[config.mk]
export PLATFORM = sky130hd
export DESIGN_NAME = usb_dev_endpoint
export DESIGN_NICKNAME = d
export VERILOG_FILES = /design/src/rtl/usb_pkg.sv /design/src/rtl/reverser.sv /design/src/rtl/usb_dev_endpoint.sv
export SDC_FILE = /design/constraint.sdc
export NUM_CORES = 1
export LEC_CHECK = 0
export CAP_MARGIN = 25
export CORE_ASPECT_RATIO = 0.75
export CORE_MARGIN = 2
export CORE_UTILIZATION = 43
export DETAILED_ROUTE_END_ITERATION = 6
export GPL_TIMING_DRIVEN = 0
export PLACE_DENSITY = 0.9
export REMOVE_ABC_BUFFERS = 1
export SLEW_MARGIN = 20
export SYNTH_ARGS = -nofsm -noshare
export SYNTH_HDL_FRONTEND = slang
export SYNTH_SLANG_ARGS = --single-unit
[constraint.sdc]
create_clock -name clk -period 7.45 [get_ports clk]
set_clock_uncertainty 0.05 [all_clocks]
set_input_delay 1.8625 -clock clk [delete_from_list [all_inputs] [get_ports clk]]
set_output_delay 1.8625 -clock clk [all_outputs]
set_load 0.01 [all_outputs]
[src/rtl/usb_pkg.sv]
// Shared constants and state encoding for the USB device endpoint responder.
// PIDs, endpoints and the device address are in transmission bit order.
package usb_pkg;

    localparam logic [7:0] PID_OUT   = 8'b1000_0111;
    localparam logic [7:0] PID_IN    = 8'b1001_0110;
    localparam logic [7:0] PID_DATA0 = 8'b1100_0011;
    localparam logic [7:0] PID_ACK   = 8'b0100_1011;
    localparam logic [7:0] PID_NAK   = 8'b0101_1010;

    localparam logic [3:0] EP4 = 4'b0010;
    localparam logic [3:0] EP8 = 4'b0001;

    localparam logic [6:0] DEV_ADDR_DEFAULT = 7'b1010000;

    typedef enum logic [2:0] {
        IDLE      = 3'd0,
        WAIT_DATA = 3'd1,
        MEM_RD    = 3'd2,
        MEM_WAIT  = 3'd3,
        SEND_DATA = 3'd4,
        WAIT_ACK  = 3'd5,
        SEND_HS   = 3'd6
    } state_e;

endpackage

[src/rtl/reverser.sv]
// Bitwise mirror of a W-bit word: bit i of the input lands on bit W-1-i.
// Converts between USB transmission (LSB-first) order and natural order.
module reverser #(
    parameter int W = 64
) (
    input  logic [W-1:0] din,
    output logic [W-1:0] dout
);

    for (genvar i = 0; i < W; i++) begin : g_bit
        assign dout[i] = din[W-1-i];
    end

endmodule

[src/rtl/usb_dev_endpoint.sv]
// Device-side responder: OUT/EP4 sets the memory page or writes a word, IN/EP8
// reads the page back as a DATA0 packet; every packet is answered with ACK/NAK.
module usb_dev_endpoint
    import usb_pkg::*;
#(
    parameter int unsigned TIMEOUT  = 255,
    parameter logic [6:0]  DEV_ADDR = DEV_ADDR_DEFAULT
) (
    input  logic        clk,
    input  logic        rst_b,
    input  logic        rx_valid,
    input  logic [7:0]  rx_pid,
    input  logic [6:0]  rx_addr,
    input  logic [3:0]  rx_endp,
    input  logic [63:0] rx_data,
    input  logic        rx_crc_ok,
    output logic        tx_start,
    output logic        tx_is_data,
    output logic [7:0]  tx_pid,
    output logic [63:0] tx_data,
    input  logic        tx_done,
    output logic [15:0] mem_addr,
    output logic        mem_rd,
    output logic        mem_wr,
    output logic [63:0] mem_wdata,
    input  logic [63:0] mem_rdata,
    output logic        addr_valid
);

    localparam int               CNT_W   = $clog2(TIMEOUT + 1);
    localparam logic [CNT_W-1:0] CNT_MAX = CNT_W'(TIMEOUT);

    state_e           state_q, state_d;
    logic [CNT_W-1:0] cnt_q, cnt_d;
    logic             tx_start_q, tx_start_d;
    logic             tx_is_data_q, tx_is_data_d;
    logic [7:0]       tx_pid_q, tx_pid_d;
    logic [63:0]      tx_data_q, tx_data_d;
    logic [15:0]      mem_addr_q, mem_addr_d;
    logic             mem_rd_q, mem_rd_d;
    logic             mem_wr_q, mem_wr_d;
    logic [63:0]      mem_wdata_q, mem_wdata_d;
    logic             addr_valid_q, addr_valid_d;

    logic [63:0] rx_rev;
    logic [63:0] rd_rev;
    logic        tok_ok;
    logic        out_tok;
    logic        in_tok;
    logic        cnt_exp;

    reverser #(.W(64)) u_rx_rev (.din(rx_data),   .dout(rx_rev));
    reverser #(.W(64)) u_rd_rev (.din(mem_rdata), .dout(rd_rev));

    always_comb begin
        tok_ok  = rx_valid && rx_crc_ok && (rx_addr == DEV_ADDR);
        out_tok = tok_ok && (rx_pid == PID_OUT) && (rx_endp == EP4);
        in_tok  = tok_ok && (rx_pid == PID_IN)  && (rx_endp == EP8);
        cnt_exp = (cnt_q == CNT_MAX);
    end

    always_comb begin
        state_d      = state_q;
        cnt_d        = cnt_q;
        tx_start_d   = 1'b0;
        tx_is_data_d = tx_is_data_q;
        tx_pid_d     = tx_pid_q;
        tx_data_d    = tx_data_q;
        mem_addr_d   = mem_addr_q;
        mem_rd_d     = 1'b0;
        mem_wr_d     = 1'b0;
        mem_wdata_d  = mem_wdata_q;
        addr_valid_d = addr_valid_q;

        case (state_q)
            IDLE: begin
                if (out_tok) begin
                    state_d = WAIT_DATA;
                    cnt_d   = '0;
                end else if (in_tok) begin
                    if (addr_valid_q) begin
                        state_d  = MEM_RD;
                        mem_rd_d = 1'b1;
                    end else begin
                        state_d      = SEND_HS;
                        tx_start_d   = 1'b1;
                        tx_is_data_d = 1'b0;
                        tx_pid_d     = PID_NAK;
                    end
                end
            end

            WAIT_DATA: begin
                if (rx_valid) begin
                    // Any packet here ends the transaction; only a good DATA0 earns an ACK.
                    state_d      = SEND_HS;
                    tx_start_d   = 1'b1;
                    tx_is_data_d = 1'b0;
                    tx_pid_d     = PID_NAK;
                    if (rx_crc_ok && (rx_pid == PID_DATA0)) begin
                        tx_pid_d = PID_ACK;
                        if (!addr_valid_q) begin
                            mem_addr_d   = rx_rev[15:0];
                            addr_valid_d = 1'b1;
                        end else begin
                            mem_wr_d     = 1'b1;
                            mem_wdata_d  = rx_rev;
                            addr_valid_d = 1'b0;
                        end
                    end
                end else if (cnt_exp) begin
                    state_d = IDLE;
                end else begin
                    cnt_d = cnt_q + 1'b1;
                end
            end

            MEM_RD: state_d = MEM_WAIT;

            MEM_WAIT: begin
                state_d      = SEND_DATA;
                tx_start_d   = 1'b1;
                tx_is_data_d = 1'b1;
                tx_pid_d     = PID_DATA0;
                tx_data_d    = rd_rev;
            end

            SEND_DATA: begin
                if (tx_done) begin
                    state_d = WAIT_ACK;
                    cnt_d   = '0;
                end
            end

            WAIT_ACK: begin
                // Only a host ACK consumes the page; anything else leaves it for a retry.
                if (rx_valid) begin
                    state_d = IDLE;
                    if (rx_pid == PID_ACK) begin
                        addr_valid_d = 1'b0;
                    end
                end else if (cnt_exp) begin
                    state_d = IDLE;
                end else begin
                    cnt_d = cnt_q + 1'b1;
                end
            end

            SEND_HS: begin
                if (tx_done) begin
                    state_d = IDLE;
                end
            end

            default: state_d = IDLE;
        endcase
    end

    always_ff @(posedge clk) begin
        if (!rst_b) begin
            state_q      <= IDLE;
            cnt_q        <= '0;
            tx_start_q   <= 1'b0;
            tx_is_data_q <= 1'b0;
            tx_pid_q     <= 8'b0;
            tx_data_q    <= 64'b0;
            mem_addr_q   <= 16'b0;
            mem_rd_q     <= 1'b0;
            mem_wr_q     <= 1'b0;
            mem_wdata_q  <= 64'b0;
            addr_valid_q <= 1'b0;
        end else begin
            state_q      <= state_d;
            cnt_q        <= cnt_d;
            tx_start_q   <= tx_start_d;
            tx_is_data_q <= tx_is_data_d;
            tx_pid_q     <= tx_pid_d;
            tx_data_q    <= tx_data_d;
            mem_addr_q   <= mem_addr_d;
            mem_rd_q     <= mem_rd_d;
            mem_wr_q     <= mem_wr_d;
            mem_wdata_q  <= mem_wdata_d;
            addr_valid_q <= addr_valid_d;
        end
    end

    assign tx_start   = tx_start_q;
    assign tx_is_data = tx_is_data_q;
    assign tx_pid     = tx_pid_q;
    assign tx_data    = tx_data_q;
    assign mem_addr   = mem_addr_q;
    assign mem_rd     = mem_rd_q;
    assign mem_wr     = mem_wr_q;
    assign mem_wdata  = mem_wdata_q;
    assign addr_valid = addr_valid_q;

endmodule

==> results_tabular.tex <==
\begin{tabular}{lr}
\hline
Metric & Value \\
\hline
\multicolumn{2}{l}{\textbf{Worst setup path}} \\
\quad Data arrival time of the worst path & approximately 4.4 ns \\
\quad Most frequent cell on the critical path & sky130\_fd\_sc\_hd\_\_buf\_6 \\
\quad Crit end category & register \\
\quad Critical path type & input port to register \\
\quad Ordered cell list for the critical path & clkdlybuf4s50\_1 > nand4bb\_4 > or3\_1 > nor4\_4 > buf\_6 > buf\_6 > buf\_8 > buf\_6 > nand2\_1 > a21oi\_1 \\
\quad Max FO, Critical Path & 15 \\
\quad Crit path max-delay cell type & sky130\_fd\_sc\_hd\_\_clkdlybuf4s50\_1 \\
\quad Critical Path RT & approximately 7.7 ns \\
\quad Delay contributed by the slowest stage of the critical path & 0.54 ns \\
\quad Worst Setup Start Kind & input port \\
\multicolumn{2}{l}{\textbf{Timing}} \\
\quad Max-slew violations & 0 \\
\quad Worst slack on hold paths & around 0.4 ns \\
\quad Maximum clock frequency & between 0.2 and 0.25 GHz \\
\quad Setup repair after global routing missed its margin & no \\
\quad Final worst path period share & 55.66\% \\
\quad Tightest Pin Transition & 0.9309 ns \\
\quad Worst slew margin relative to its limit & about 37\% \\
\quad Number of hold violations in the final report & 0 \\
\quad Final setup fails & 0 \\
\quad Final critical delay including setup and external delays & between 4 and 5 ns \\
\quad Post-route setup TNS & 0 ns \\
\multicolumn{2}{l}{\textbf{Yosys}} \\
\quad Cell Area, Synth & 0.006155 mm² \\
\quad Proportion of register bits with asynchronous set or reset after synthesis & 0\% \\
\quad Mean instance size in the synthesized netlist & between 7 and 8 µm² \\
\quad Top cell type by total area after synthesis & sky130\_fd\_sc\_hd\_\_dfxtp\_1 \\
\quad Fraction of post-synthesis cell area in the top cell type by area & between 50\% and 60\% \\
\quad Portion of the post-synthesis area used by sequential elements & between 50\% and 60\% \\
\quad Count of cell types in the netlist & 53 \\
\quad Number of enable-type register cells in the synthesized netlist & 0 \\
\quad Count of warnings emitted by yosys & 0 \\
\quad Flip-flop cell with the highest count after synthesis & sky130\_fd\_sc\_hd\_\_dfxtp\_1 \\
\quad Cell count after synthesis & $\sim$780 \\
\quad Flip-flop and latch count after synthesis & approximately 160 \\
\quad Leading cell types by total area after synthesis & sky130\_fd\_sc\_hd\_\_dfxtp\_1, sky130\_fd\_sc\_hd\_\_nand2\_1, sky130\_fd\_sc\_hd\_\_a21oi\_1, sky130\_fd\_sc\_hd\_\_clkbuf\_1, sky130\_fd\_sc\_hd\_\_buf\_2 \\
\multicolumn{2}{l}{\textbf{Final layout}} \\
\quad Layout cells sized above 1 & between 5 and 6\% \\
\quad Final-layout fill cell count & 1082 \\
\quad Post-route cell area & 0.009854 mm² \\
\quad Core Util, Final & between 70 and 80\% \\
\quad Total area of multi-input combinational cells & 0.002605 mm² \\
\quad Number of nets at the end of the flow & 1203 \\
\quad Area Growth Syn to Fin & 60.11\% \\
\quad Diode insertion count for antenna repair & 0 \\
\quad Sequential Area & 0.003283 mm² \\
\multicolumn{2}{l}{\textbf{Clock network}} \\
\quad Gates resized, CTS repair & 0 \\
\quad Number of levels in the clock H-tree & 4 \\
\quad CTS sink count & around 160 \\
\quad Cts hold-fix bufs & 0 \\
\quad Number of buffers inserted during clock tree synthesis & 17 \\
\quad TritonCTS clock tree & built \\
\quad Postcts setup bufs & 0 \\
\quad Clk root buf & sky130\_fd\_sc\_hd\_\_clkbuf\_16 \\
\quad Worst-skew pair later-pin latency & a little over 0.4 ns \\
\quad CTS Buffer Depth & 2 \\
\quad Clk slew on worst S/H paths & 0.06 ns \\
\multicolumn{2}{l}{\textbf{GRT}} \\
\quad Global routing usage on met2 & approximately 43\% \\
\quad Met1 demand-to-capacity share in global routing & about 27\% \\
\quad Grt total ovfl & 0 \\
\quad First-pass GRT wire length & 29680 µm \\
\quad Met3 routing resource usage after global routing & between 10\% and 20\% \\
\quad Total routing usage reported by global routing & 24.63\% \\
\quad GRT Max-Usage Layer & met2 \\
\quad Pin count of the biggest net entering global routing & between 100 and 150 \\
\quad Number of global-route vias before repair & roughly 6100 \\
\quad Number of antenna violations at the first check in global routing & 0 \\
\multicolumn{2}{l}{\textbf{Floorplan}} \\
\quad Floorplan die area & around 0.015 mm² \\
\quad I/O pins & between 300 and 400 \\
\quad Standard-cell row count & 37 \\
\quad Die boundary height & approximately 110 µm \\
\quad Starting density of the core & 44.46\% \\
\quad Core region area & about 0.014 mm² \\
\quad Die width & 142.1 µm \\
\multicolumn{2}{l}{\textbf{Route}} \\
\quad Detailed-routing iteration count for the pre-antenna-repair pass & 5 \\
\quad Overall routed net length & 19230 µm \\
\quad Average wire per cell in the routed design & around 16 µm \\
\quad Post-route DRC & 0 \\
\quad Initial DRC count & 418 \\
\quad Post-route antenna net violation count & 0 \\
\quad Routed vias/inst & 5.124 \\
\quad Total number of vias & 6343 \\
\multicolumn{2}{l}{\textbf{Power}} \\
\quad Total Power & 2.108 mW \\
\quad Reported leakage power & roughly 3.3 nW \\
\quad Ratio of total power to cell area & roughly 210 mW/mm² \\
\quad Largest vdd supply drop & about 0.17 mV \\
\multicolumn{2}{l}{\textbf{Place}} \\
\quad Global placer's final weighted congestion & about 0.8 \\
\quad Post-detail-place hpwl & 13730 µm \\
\quad Placed cell area & 0.009281 mm² \\
\quad IO buf count & slightly above 300 \\
\multicolumn{2}{l}{\textbf{Flow run}} \\
\quad Reported max-cap violation count & 0 \\
\multicolumn{2}{l}{\textbf{Worst hold path}} \\
\quad Hold Crit Class & register to register \\
\multicolumn{2}{l}{\textbf{Outcome}} \\
\quad Run status & finished, final reports clean \\
\hline
\end{tabular}
## layer usage
metal	vias to the layer above	wire length [µm]
met3	37	1942
met1	2933	7230
li1	3110	-
met2	263	9659
met4	0	396
met5	-	0
## Yosys cell counts, types with 2 or more instances
| library cell | count |
|---|---|
| sky130_fd_sc_hd__buf_4 | 6 |
| sky130_fd_sc_hd__or3_1 | 2 |
| sky130_fd_sc_hd__nand2b_1 | 3 |
| sky130_fd_sc_hd__buf_1 | 5 |
| sky130_fd_sc_hd__or4_1 | 3 |
| sky130_fd_sc_hd__nor2b_1 | 3 |
| sky130_fd_sc_hd__mux2i_1 | 2 |
| sky130_fd_sc_hd__a21oi_1 | 151 |
| sky130_fd_sc_hd__o21ai_0 | 2 |
| sky130_fd_sc_hd__nor4_4 | 2 |
| sky130_fd_sc_hd__dfxtp_1 | 164 |
| sky130_fd_sc_hd__a221oi_1 | 2 |
| sky130_fd_sc_hd__o21a_1 | 2 |
| sky130_fd_sc_hd__inv_1 | 4 |
| sky130_fd_sc_hd__nand3_1 | 3 |
| sky130_fd_sc_hd__and3_1 | 5 |
| sky130_fd_sc_hd__o22ai_1 | 6 |
| sky130_fd_sc_hd__nor3_1 | 7 |
| sky130_fd_sc_hd__o211a_1 | 2 |
| sky130_fd_sc_hd__nor2_1 | 7 |
| sky130_fd_sc_hd__clkbuf_1 | 28 |
| sky130_fd_sc_hd__nand2_1 | 311 |
| sky130_fd_sc_hd__buf_2 | 17 |
| sky130_fd_sc_hd__or4_4 | 2 |
| sky130_fd_sc_hd__nor4_1 | 8 |
## kinds of logic after synthesis
| group | Yosys count | share of synthesized area [%] |
|---|---|---|
| flops | 164 | 53.34 |
| other cells | 1 | 0.06093 |
| simple gates | 370 | 26.08 |
| fa+ha+maj | 1 | 0.2033 |
| mux | 2 | 0.3253 |
| compound gates | 175 | 15.37 |
| buf+inv | 62 | 4.615 |
## critical path: cells and delay by family
kind,cells,cell delay (ns)
buf+inv,5,1.26
compound gates,1,0.14
simple gates,4,1.16
## registers in the layout (all words and copies together), names as in the netlist
signal,cells
mem_wdata,64
tx_data,64
mem_addr,16
cnt_q,8
tx_pid,5
state_q,3
addr_valid,1
mem_rd,1
mem_wr,1
tx_start,1
## layout by cell type (no fill, tap or decap), types with 3 or more instances in the layout
cell | netlist | final
sky130_fd_sc_hd__nand3_1 | 3 | 3
sky130_fd_sc_hd__nand2b_1 | 3 | 3
sky130_fd_sc_hd__a21oi_1 | 151 | 151
sky130_fd_sc_hd__inv_6 | 0 | 4
sky130_fd_sc_hd__dfxtp_1 | 164 | 164
sky130_fd_sc_hd__inv_1 | 4 | 4
sky130_fd_sc_hd__clkbuf_16 | 0 | 17
sky130_fd_sc_hd__nor3_1 | 7 | 7
sky130_fd_sc_hd__nand2_1 | 311 | 310
sky130_fd_sc_hd__clkdlybuf4s50_1 | 0 | 306
sky130_fd_sc_hd__and3_1 | 5 | 5
sky130_fd_sc_hd__clkinv_4 | 0 | 4
sky130_fd_sc_hd__or4_4 | 2 | 3
sky130_fd_sc_hd__o22ai_1 | 6 | 6
sky130_fd_sc_hd__nor4_1 | 8 | 8
sky130_fd_sc_hd__nor2_1 | 7 | 7
sky130_fd_sc_hd__buf_6 | 1 | 4
sky130_fd_sc_hd__nor2b_1 | 3 | 3
## worst paths after layout
kind                                   from                         end  slack, ns  cells past startpoint
setup / recovery                  rx_pid[1]  mem_wdata[63]$_SDFFE_PN0P_       3.30                     10
hold / removal    mem_wdata[2]$_SDFFE_PN0P_   mem_wdata[2]$_SDFFE_PN0P_       0.40                      2
setup reg to reg    state_q[0]$_SDFFE_PN0P_  mem_wdata[63]$_SDFFE_PN0P_       4.76                      9
hold reg to reg   mem_wdata[2]$_SDFFE_PN0P_   mem_wdata[2]$_SDFFE_PN0P_       0.40                      2
## power by group
part / leakage (nW) / internal (mW) / switching, mW
combinational: 1.72 / 0.172 / 0.150
clock: 0.277 / 0.457 / 0.390
sequential: 1.32 / 0.908 / 0.0321
total: 3.32 / 1.54 / 0.572
## metrics by stage
step                cells  worst slack [ns]
CTS                  1238             3.299
detailed placement   1206             2.864
global route         1238             3.139
global placement     1200             1.260
finish               1238             3.304
floorplan             719             2.905
## final cells by class
cell class	count	share of cell area [%]
timing repair buffer	312	31.97
clock inverter	13	1.219
multi-input combinational	550	26.43
tap	175	2.222
sequential	164	33.32
inverter	5	0.2412
clock buffer	19	4.596
(Power assumes the default switching activity.)
